`src/rtl/conv_pkg.sv`:
```
// Shared types and helpers for the convolution window address generator.
// Holds the FSM state type, the image-size lookup and the window size limit.
package conv_pkg;

    typedef enum logic [0:0] {
        IDLE = 1'b0,
        EMIT = 1'b1
    } conv_state_e;

    localparam int MAX_KSIZE = 7;
    // Tap counters must hold 0..MAX_KSIZE-1.
    localparam int TAP_W = $clog2(MAX_KSIZE + 1);

    // Square image side selector -> log2 of the side (64, 128, 256, 512).
    function automatic logic [3:0] size_to_log2w(input logic [1:0] size_sel);
        logic [3:0] log2w;
        case (size_sel)
            2'b00:   log2w = 4'd6;
            2'b01:   log2w = 4'd7;
            2'b10:   log2w = 4'd8;
            default: log2w = 4'd9;
        endcase
        return log2w;
    endfunction

endpackage

```
`src/rtl/conv_tap_addr.sv`:
```
// Combinational tap address: offsets the centre by (dr,dc), applies the border rule
// and composes the byte address. Zero padding instead of clamping with CONV_WIN_ZERO_PAD_EN.
module conv_tap_addr
    import conv_pkg::*;
#(
    parameter int                ADDR_W     = 32,
    parameter int                COORD_W    = 16,
    parameter int                KSIZE      = 3,
    parameter int                ELEM_SHIFT = 0,
    parameter logic [ADDR_W-1:0] BASE_ADDR  = '0
) (
    input  logic [COORD_W-1:0] row,
    input  logic [COORD_W-1:0] col,
    input  logic [TAP_W-1:0]   dr,
    input  logic [TAP_W-1:0]   dc,
    input  logic [3:0]         log2w,
    output logic [ADDR_W-1:0]  addr,
    output logic               pad
);

    // Two extra bits keep both the negative offset and the +KSIZE/2 overshoot representable.
    localparam int SW   = COORD_W + 2;
    localparam int HALF = KSIZE / 2;
    localparam logic signed [SW-1:0] ZERO = '0;
    localparam logic signed [SW-1:0] ONE  = SW'(1);

    logic signed [SW-1:0] w_val;
    logic signed [SW-1:0] r_full;
    logic signed [SW-1:0] c_full;
    logic signed [SW-1:0] r_sel;
    logic signed [SW-1:0] c_sel;
    logic [ADDR_W-1:0]    pix;

    function automatic logic signed [SW-1:0] clamp(input logic signed [SW-1:0] v,
                                                   input logic signed [SW-1:0] w);
        logic signed [SW-1:0] res;
        if (v < ZERO)
            res = ZERO;
        else if (v >= w)
            res = w - ONE;
        else
            res = v;
        return res;
    endfunction

    always_comb begin
        w_val  = $signed(SW'(1) << log2w);
        r_full = $signed({2'b00, row}) + $signed(SW'(dr)) - $signed(SW'(HALF));
        c_full = $signed({2'b00, col}) + $signed(SW'(dc)) - $signed(SW'(HALF));
`ifdef CONV_WIN_ZERO_PAD_EN
        r_sel = r_full;
        c_sel = c_full;
        pad   = (r_full < ZERO) || (r_full >= w_val) || (c_full < ZERO) || (c_full >= w_val);
`else
        r_sel = clamp(r_full, w_val);
        c_sel = clamp(c_full, w_val);
        pad   = 1'b0;
`endif
        pix  = (ADDR_W'(r_sel) << log2w) + ADDR_W'(c_sel);
        addr = BASE_ADDR + (pix << ELEM_SHIFT);
`ifdef CONV_WIN_ZERO_PAD_EN
        if (pad)
            addr = BASE_ADDR;
`endif
    end

endmodule

```
`src/rtl/conv_window_addr_gen.sv`:
```
// Streams the KSIZE x KSIZE neighbourhood of one centre pixel as byte addresses, one tap
// per accepted handshake. Optional zero padding at the border via CONV_WIN_ZERO_PAD_EN.
module conv_window_addr_gen
    import conv_pkg::*;
#(
    parameter int                ADDR_W     = 32,
    parameter int                COORD_W    = 16,
    parameter int                KSIZE      = 3,
    parameter int                ELEM_SHIFT = 0,
    parameter logic [ADDR_W-1:0] BASE_ADDR  = 32'h0
) (
    input  logic                 CLK,
    input  logic                 RESET,
    input  logic [1:0]           SIZE_IMAGE_SRC,
    input  logic [2*COORD_W-1:0] INDEX_ADDRESS,
    input  logic                 IN_VALID,
    output logic                 IN_READY,
    output logic [ADDR_W-1:0]    MEM_ADDRESS,
    output logic                 OUT_VALID,
    input  logic                 OUT_READY,
    output logic                 OUT_LAST,
    output logic                 OUT_PAD
);

    localparam logic [TAP_W-1:0] K_LAST = TAP_W'(KSIZE - 1);

    conv_state_e        state_reg;
    logic [COORD_W-1:0] row_reg;
    logic [COORD_W-1:0] col_reg;
    logic [3:0]         log2w_reg;
    logic [TAP_W-1:0]   dr_reg;
    logic [TAP_W-1:0]   dc_reg;
    logic               in_ready_reg;
    logic               out_valid_reg;
    logic               out_last_reg;
    logic               out_pad_reg;
    logic [ADDR_W-1:0]  mem_address_reg;

    logic [TAP_W-1:0]   dr_next;
    logic [TAP_W-1:0]   dc_next;
    logic [COORD_W-1:0] tap_row;
    logic [COORD_W-1:0] tap_col;
    logic [TAP_W-1:0]   tap_dr;
    logic [TAP_W-1:0]   tap_dc;
    logic [3:0]         tap_log2w;
    logic               tap_last;
    logic [ADDR_W-1:0]  tap_addr;
    logic               tap_pad;

    // The address unit always sees the tap that will be registered next: tap 0 of the
    // incoming request while idle, otherwise the successor of the tap on the outputs.
    always_comb begin
        dc_next = (dc_reg == K_LAST) ? '0 : dc_reg + 1'b1;
        dr_next = (dc_reg == K_LAST) ? dr_reg + 1'b1 : dr_reg;
        if (state_reg == IDLE) begin
            tap_row   = INDEX_ADDRESS[2*COORD_W-1 -: COORD_W];
            tap_col   = INDEX_ADDRESS[COORD_W-1:0];
            tap_dr    = '0;
            tap_dc    = '0;
            tap_log2w = size_to_log2w(SIZE_IMAGE_SRC);
        end else begin
            tap_row   = row_reg;
            tap_col   = col_reg;
            tap_dr    = dr_next;
            tap_dc    = dc_next;
            tap_log2w = log2w_reg;
        end
        tap_last = (tap_dr == K_LAST) && (tap_dc == K_LAST);
    end

    conv_tap_addr #(
        .ADDR_W    (ADDR_W),
        .COORD_W   (COORD_W),
        .KSIZE     (KSIZE),
        .ELEM_SHIFT(ELEM_SHIFT),
        .BASE_ADDR (BASE_ADDR)
    ) u_tap_addr (
        .row  (tap_row),
        .col  (tap_col),
        .dr   (tap_dr),
        .dc   (tap_dc),
        .log2w(tap_log2w),
        .addr (tap_addr),
        .pad  (tap_pad)
    );

    always_ff @(posedge CLK or negedge RESET) begin
        if (!RESET) begin
            state_reg       <= IDLE;
            row_reg         <= '0;
            col_reg         <= '0;
            log2w_reg       <= '0;
            dr_reg          <= '0;
            dc_reg          <= '0;
            in_ready_reg    <= 1'b1;
            out_valid_reg   <= 1'b0;
            out_last_reg    <= 1'b0;
            out_pad_reg     <= 1'b0;
            mem_address_reg <= '0;
        end else begin
            case (state_reg)
                IDLE: begin
                    if (IN_VALID) begin
                        state_reg       <= EMIT;
                        in_ready_reg    <= 1'b0;
                        row_reg         <= tap_row;
                        col_reg         <= tap_col;
                        log2w_reg       <= tap_log2w;
                        dr_reg          <= '0;
                        dc_reg          <= '0;
                        out_valid_reg   <= 1'b1;
                        out_last_reg    <= tap_last;
                        out_pad_reg     <= tap_pad;
                        mem_address_reg <= tap_addr;
                    end
                end
                EMIT: begin
                    // OUT_VALID is always high here, so OUT_READY alone completes a handshake.
                    if (OUT_READY) begin
                        if (out_last_reg) begin
                            state_reg     <= IDLE;
                            in_ready_reg  <= 1'b1;
                            out_valid_reg <= 1'b0;
                            out_last_reg  <= 1'b0;
                            out_pad_reg   <= 1'b0;
                        end else begin
                            dr_reg          <= dr_next;
                            dc_reg          <= dc_next;
                            out_last_reg    <= tap_last;
                            out_pad_reg     <= tap_pad;
                            mem_address_reg <= tap_addr;
                        end
                    end
                end
                default: state_reg <= IDLE;
            endcase
        end
    end

    assign IN_READY    = in_ready_reg;
    assign OUT_VALID   = out_valid_reg;
    assign OUT_LAST    = out_last_reg;
    assign OUT_PAD     = out_pad_reg;
    assign MEM_ADDRESS = mem_address_reg;

endmodule

```
`config.mk`:
```
export PLATFORM = sky130hd
export DESIGN_NAME = conv_window_addr_gen
export DESIGN_NICKNAME = d
export VERILOG_FILES = /design/src/rtl/conv_pkg.sv /design/src/rtl/conv_tap_addr.sv /design/src/rtl/conv_window_addr_gen.sv
export SDC_FILE = /design/constraint.sdc
export NUM_CORES = 1
export LEC_CHECK = 0
export CAP_MARGIN = 20
export CORE_MARGIN = 3
export CORE_UTILIZATION = 40
export CTS_BUF_LIST = sky130_fd_sc_hd__clkbuf_4 sky130_fd_sc_hd__clkbuf_8 sky130_fd_sc_hd__clkbuf_16
export DETAILED_ROUTE_END_ITERATION = 16
export SLEW_MARGIN = 20
export SYNTH_ARGS = -nofsm -noshare
export SYNTH_HDL_FRONTEND = slang
export SYNTH_SLANG_ARGS = --single-unit
```
`constraint.sdc`:
```
create_clock -name CLK -period 10.58 [get_ports CLK]
set_input_delay 1.058 -clock CLK [delete_from_list [all_inputs] [get_ports CLK]]
set_output_delay 1.058 -clock CLK [all_outputs]
set_load 0.05 [all_outputs]
```
# Word level (Yosys, flattened, before mapping)
# Cells that the tools add are included.
op_classes:
  magnitude_cmp: 4
  shift: 2
  n_reduce_logical: 6
  add_sub_neg: 8
  bitwise_logic: 1
  n_eq_ne: 9
  n_mux: 41
ops:
  columns: ["cell", "n"]
  rows:
  - ["$mux W32", 3]
  - ["$mux W18", 4]
  - ["$pmux W32 S2", 1]
  - ["$sub A18 B2 Y18 const B", 3]
  - ["$ge A18 B18 Y1", 2]
  - ["$lt A18 B1 Y1 const B", 2]
  - ["$add A16 B3 Y17", 2]
  - ["$add A32 B18 Y32", 1]
  - ["$mux W16", 2]
  - ["$shl A32 B4 Y32", 1]
  - ["$mux W3", 9]
  - ["$shl A1 B4 Y18 const A", 1]
  - ["$mux W1", 13]
  - ["$pmux W3 S2", 2]
  - ["$pmux W4 S3", 1]
  - ["$pmux W1 S2", 5]
  - ["$eq A3 B2 Y1 const B", 3]
  - ["$add A3 B1 Y3 const B", 2]
  - ["$ne A2 B2 Y1 const B", 3]
  - ["$reduce_and A3 Y1", 2]
  - ["$mux W4", 1]
  - ["$reduce_and A2 Y1", 2]
  - ["$eq A2 B1 Y1 const B", 1]
  - ["$eq A2 B2 Y1 const B", 1]
  - ["other kinds (4)", 4]
word_totals:
  input_bits: 38
  wordCells: 82
  regBits: 79

# Depth between registers and ports, before layout
depth:
  depth_word: 13
  ltp_mapped: 47
  mapped_depth_nobuf: 40

# Modules after synthesis
# Synthesis repeated with hierarchy kept, for this count alone.
hier_totals:
  cells_unflattened: 1138
  hier_area_um2: 9290.2
modules_own_cells:
  columns: ["mod", "cells_per_inst", "instances", "area_per_inst_um2"]
  rows:
  - ["conv_tap_addr", 814, 1, 5661.7]
  - ["conv_window_addr_gen", 324, 1, 3628.5]

# Least setup slack after synthesis
# No wires, ideal clock.
synth_path:
  path_kind: "register to register"
  from: "register state_reg"
  to: "register mem_address_reg[24], in the netlist MEM_ADDRESS[24]"
  required_ps: 10447
  synth_period_minus_slack_ps: 9584
  path_stages_with_launch: 45
  path_slack_ps: 996
  arrival_ps: 9451
  cell_sequence: "dfrtp_1 -> buf_4 -> buf_6 -> buf_6 -> buf_2 -> clkbuf_1 -> buf_2 -> buf_2 -> buf_1 -> mux2_2 -> ha_1 -> ha_1 -> nor2_1 -> o211ai_1 -> and3_1 -> or3_1 -> a31o_2 -> nor4_4 -> [... 9 more ...] -> mux2_2 -> o21ai_0 -> a21o_1 -> nor2_1 -> ha_1 -> nor2b_1 -> o21ai_0 -> a21oi_1 -> o21ai_0 -> a21boi_0 -> o2111ai_1 -> a31oi_1 -> a31o_2 -> o31a_1 -> or4_1 -> a31oi_1 -> xor2_1 -> o21ai_0"
synth_between:
  elab_chain_len: 11
  elab_cells_between_ends: 30
synth_rtl:
  columns: ["element", "line", "source"]
  rows:
  - ["start: declaration", "conv_window_addr_gen.sv:27", "conv_state_e state_reg;"]
  - ["start signal: assignment", "conv_window_addr_gen.sv:89", "state_reg <= IDLE;"]
  - ["start signal: assignment", "conv_window_addr_gen.sv:104", "state_reg <= EMIT;"]
  - ["start signal: assignment", "conv_window_addr_gen.sv:121", "state_reg <= IDLE;"]
  - ["$mux W16 (*)", "conv_window_addr_gen.sv:55", "if (state_reg == IDLE) begin"]
  - ["named net tap_row[0]", "conv_window_addr_gen.sv:41", "logic [COORD_W-1:0] tap_row;"]
  - ["$add A16 B3 Y17 (*)", "conv_tap_addr.sv:48", "r_full = $signed({2'b00, row}) + $signed(SW'(dr)) - $signed(SW'(HALF));"]
  - ["$sub A18 B2 Y18 (*)", "conv_tap_addr.sv:48", null]
  - ["$ge A18 B18 Y1", "conv_tap_addr.sv:39", "else if (v >= w)"]
  - ["$mux W18", "conv_tap_addr.sv:39", null]
  - ["$mux W18 (*)", "conv_tap_addr.sv:37", "if (v < ZERO)"]
  - ["$shl A32 B4 Y32 (*)", "conv_tap_addr.sv:59", "pix = (ADDR_W'(r_sel) << log2w) + ADDR_W'(c_sel);"]
  - ["$add A32 B18 Y32 (*)", "conv_tap_addr.sv:59", null]
  - ["$mux W32", "conv_window_addr_gen.sv:120", "if (out_last_reg) begin"]
  - ["$mux W32", "conv_window_addr_gen.sv:119", "if (OUT_READY) begin"]
  - ["$pmux W32 S2 (*)", "conv_window_addr_gen.sv:101", "case (state_reg)"]
  - ["end signal: assignment", "conv_window_addr_gen.sv:114", "mem_address_reg <= tap_addr;"]
  - ["end signal: assignment", "conv_window_addr_gen.sv:131", "mem_address_reg <= tap_addr;"]
  - ["end: declaration", "conv_window_addr_gen.sv:37", "logic [ADDR_W-1:0] mem_address_reg;"]
# Mark *: on every way through the listed nets, which the timed path passes. The rest lies on a longest branch. The select of a mux whose other input is x is not followed.
# A chain may end at the register's enable or synchronous reset.

# Worst setup path after layout
layout_path:
  from: "register dr_reg[0]"
  to: "register mem_address_reg[24], in the netlist MEM_ADDRESS[24]"
layout_between:
  elab_chain_len: 13
  elab_cells_between_ends: 15
layout_rtl:
  columns: ["element", "line", "source"]
  rows:
  - ["start: declaration", "conv_window_addr_gen.sv:31", "logic [TAP_W-1:0] dr_reg;"]
  - ["start signal: assignment", "conv_window_addr_gen.sv:127", "dr_reg <= dr_next;"]
  - ["$add A3 B1 Y3", "conv_window_addr_gen.sv:54", "dr_next = (dc_reg == K_LAST) ? dr_reg + 1'b1 : dr_reg;"]
  - ["$mux W3 (*)", "conv_window_addr_gen.sv:54", null]
  - ["$mux W3 (*)", "conv_window_addr_gen.sv:55", null]
  - ["$add A16 B3 Y17 (*)", "conv_tap_addr.sv:48", null]
  - ["$sub A18 B2 Y18 (*)", "conv_tap_addr.sv:48", null]
  - ["$ge A18 B18 Y1", "conv_tap_addr.sv:39", null]
  - ["$mux W18", "conv_tap_addr.sv:39", null]
  - ["$mux W18 (*)", "conv_tap_addr.sv:37", null]
  - ["$shl A32 B4 Y32 (*)", "conv_tap_addr.sv:59", null]
  - ["$add A32 B18 Y32 (*)", "conv_tap_addr.sv:59", null]
  - ["$mux W32", "conv_window_addr_gen.sv:120", null]
  - ["$mux W32", "conv_window_addr_gen.sv:119", null]
  - ["$pmux W32 S2 (*)", "conv_window_addr_gen.sv:101", null]
# Every way passes the cells marked *; elsewhere a longest branch is shown, timed or not. The select of a mux whose other input is x is not followed.

==> impl_results.md <==
* Post-Place Setup Slack at around 0.54 ns
* Routed Wire Length at 26.9 mm
* Initial Util at 41.2%
* Grt met1 use at 30.0%
* WL/cell at 17.6 um
* Global Route Usage Sum at a little over a fifth
* Seq/Total Area, Yosys at 20.7%
* Worst Hold Slack at 0.466 ns
* Ys Warns at 0
* Slowest CP cell: a211oi_1
* Vias in the first global route at 8,635
* Die height at around 160 um
* Yosys top cell area share at 20.4%
* Post-DP HPWL at between 20 and 25 mm
* Post-synthesis register bit count at slightly below 80
* Hold Violations, Final at 0
* Drc violations at 0
* Max-cap violations at 0
* Clk_lat worst skew at 0.36 ns
* Crit path DAT at ~10 ns
* Share of cells above drive strength 1 at 11.2%
* First-pass GRT wire length at 44.8 mm
* PortBufs at 72
* Worst Setup End Kind: flop
* Highest fanout seen on the critical path at 27
* Inserted Clock Buffers at 9
* Final setup viols at 0
* Initial antenna violation count at 0
* CP dominant cell by count: o21ai_0
* Die Area at between 20,000 and 30,000 sq um
* Commonest cells in the netlist: 115 x nand2_1, 111 x nor2_1, 93 x a21oi_1
* Initial DRT Pass Iterations at 5
* Critical path launch point type: flop
* Synthesized instance count at 1,157
* Via/cell ratio at 5.80
* Pin count of the biggest net entering global routing at 56
* EDFF count, synth at 0
* Skew final at 0.0120 ns
* Global placer's final weighted congestion at around 0.95
* Synthesized area per cell at 8.17 sq um
* Critical path type: flop to flop
* Final Core Density at 46.8%
* Post-CTS resize count at 0
* Ant diodes at 0
* CTS Hold Bufs at 0
* Core area at 22,900 sq um
* Grt met2 use at 33.7%
* Outcome: completed
* Die Wd at 160 um
* Synthesized area at 9450 sq um
* DRT iter0 DRCs at 613
* Total Neg Setup Slack at 0 ns
* Fin. max-slew vios at 0
* Global Route met3 Usage at ~4.1%
* Clock root cell: clkbuf_16
* FP Rows at 55
* Clk buf depth at 2
* Clk slew on worst S/H paths at 0.07 ns
* CTS tree: built
* Max reg flops at 32
* Fin nets at 1,323
* Postcts setup bufs at 0
* Crit path largest cell delay at slightly above 0.6 ns
* Ratio of final minimum period to clock period at 92.8%
* Sink Count at 78
* RSZ-0062 raised after global routing: false
* Largest area contributor in the netlist: dfrtp_1
* Detail Route Antenna Nets at 0
* Asr flop ratio synth at 100%
* H-Tree Level Count at 3
* Maximum clock rate at 0.102 GHz
* Area delta synth->final at 13.5%
* Slew @ Worst Pin at approximately 1.0 ns
* Top Ports at 74
* Worst EP required at 10.79 ns
* GRT overflow at 0
* Min Clock Period, post-route at 9.82 ns
* Count leader, synth: nand2_1
* GR peak layer: met2
* Main flop type after synthesis: dfrtp_1
* Setup WS post-layout at 0.760 ns
* Hold Path Class: flop to flop
* Largest cells by area after synthesis: dfrtp_1 20%, ha_1 9.7%, mux2_2 6.9%
* Via count at 8,869
* Layout fillers at 2,273
* Headroom to the max-slew limit at 30.1%
* Distinct cells, synth at 95
## worst max-delay path: cells and delay by family, from the launching register on
kind | cells | cell delay, ns
AO/OA/AOI/OAI | 19 | 4.53
XOR/XNOR | 3 | 0.70
adder cells (fa/ha/maj) | 4 | 1.15
buffers and inverters | 2 | 0.26
flip-flops | 1 | 0.42
multiplexers | 2 | 0.67
AND/OR/NAND/NOR | 10 | 1.92
## per-stage QoR
step	instance area [sq um]	cells
after floorplan	9500	1171
after global placement	10400	1512
after detailed placement	10400	1512
after CTS	10700	1528
after global routing	10700	1528
final	10700	1528
## layout make-up
class	count	area (sq um)	area share (%)
Clock buffer	9	225	2.10
Clock inverter	7	61.3	0.572
Inverter	34	128	1.19
Multi-Input combinational cell	1003	7150	66.7
Sequential cell	78	1960	18.2
Tap cell	313	392	3.65
Timing Repair Buffer	84	808	7.54
## cells in the final DEF, fill, tap and decap left out, drive strengths merged, types with 5 or more instances in the layout
cell type	count
nand2	116
nor2	113
a21oi	95
dfrtp	77
ha	73
clkdlybuf4s50	71
mux2	59
o21ai	49
a21o	44
xor2	39
inv	39
xnor2	38
nand3	36
mux2i	36
nor3	28
a211oi	21
nor2b	20
conb	15
and3	14
buf	13
a31oi	13
o22ai	13
o21a	12
a32oi	11
a2111oi	11
o31ai	10
o211ai	9
nand4	9
or3	9
nand2b	9
clkbuf	9
nor4	9
a211o	6
o2111ai	6
or2	6
nand3b	5
a31o	5
## final timing paths
path	start	end	slack [ns]	cells after the start
setup / recovery	dr_reg[0]$_DFFE_PN0P_	MEM_ADDRESS[24]$_DFFE_PN0P_	0.76	40
hold / removal	MEM_ADDRESS[0]$_DFFE_PN0P_	MEM_ADDRESS[0]$_DFFE_PN0P_	0.47	2
setup reg to reg	dr_reg[0]$_DFFE_PN0P_	MEM_ADDRESS[24]$_DFFE_PN0P_	0.76	40
hold reg to reg	MEM_ADDRESS[0]$_DFFE_PN0P_	MEM_ADDRESS[0]$_DFFE_PN0P_	0.47	2
max in group asynchronous	RESET	state_reg$_DFF_PN0_	8.90	2
min in group asynchronous	RESET	MEM_ADDRESS[7]$_DFFE_PN0P_	0.59	1
## layer usage
layer  up-vias  wire length [um]
met3        22              1580
met4         0               291
li1       4402                 -
met2       212             12100
met1      4233             13000
met5         -                 0
## kinds of logic after synthesis
group                      count (synthesis)  share of synthesized area, %
buffers and inverters                     90                          4.28
other                                      1                        0.0397
DFF                                       78                          20.7
muxes                                     95                          10.9
adders and majority gates                 75                          10.1
xor gates and xnor gates                  77                          7.14
and+or+nand+nor                          390                          20.2
AOI/OAI and AO/OA                        351                          26.7
Power is not shown: default switching activity piles up to over one toggle a cycle in this logic, so the estimate is an artifact.
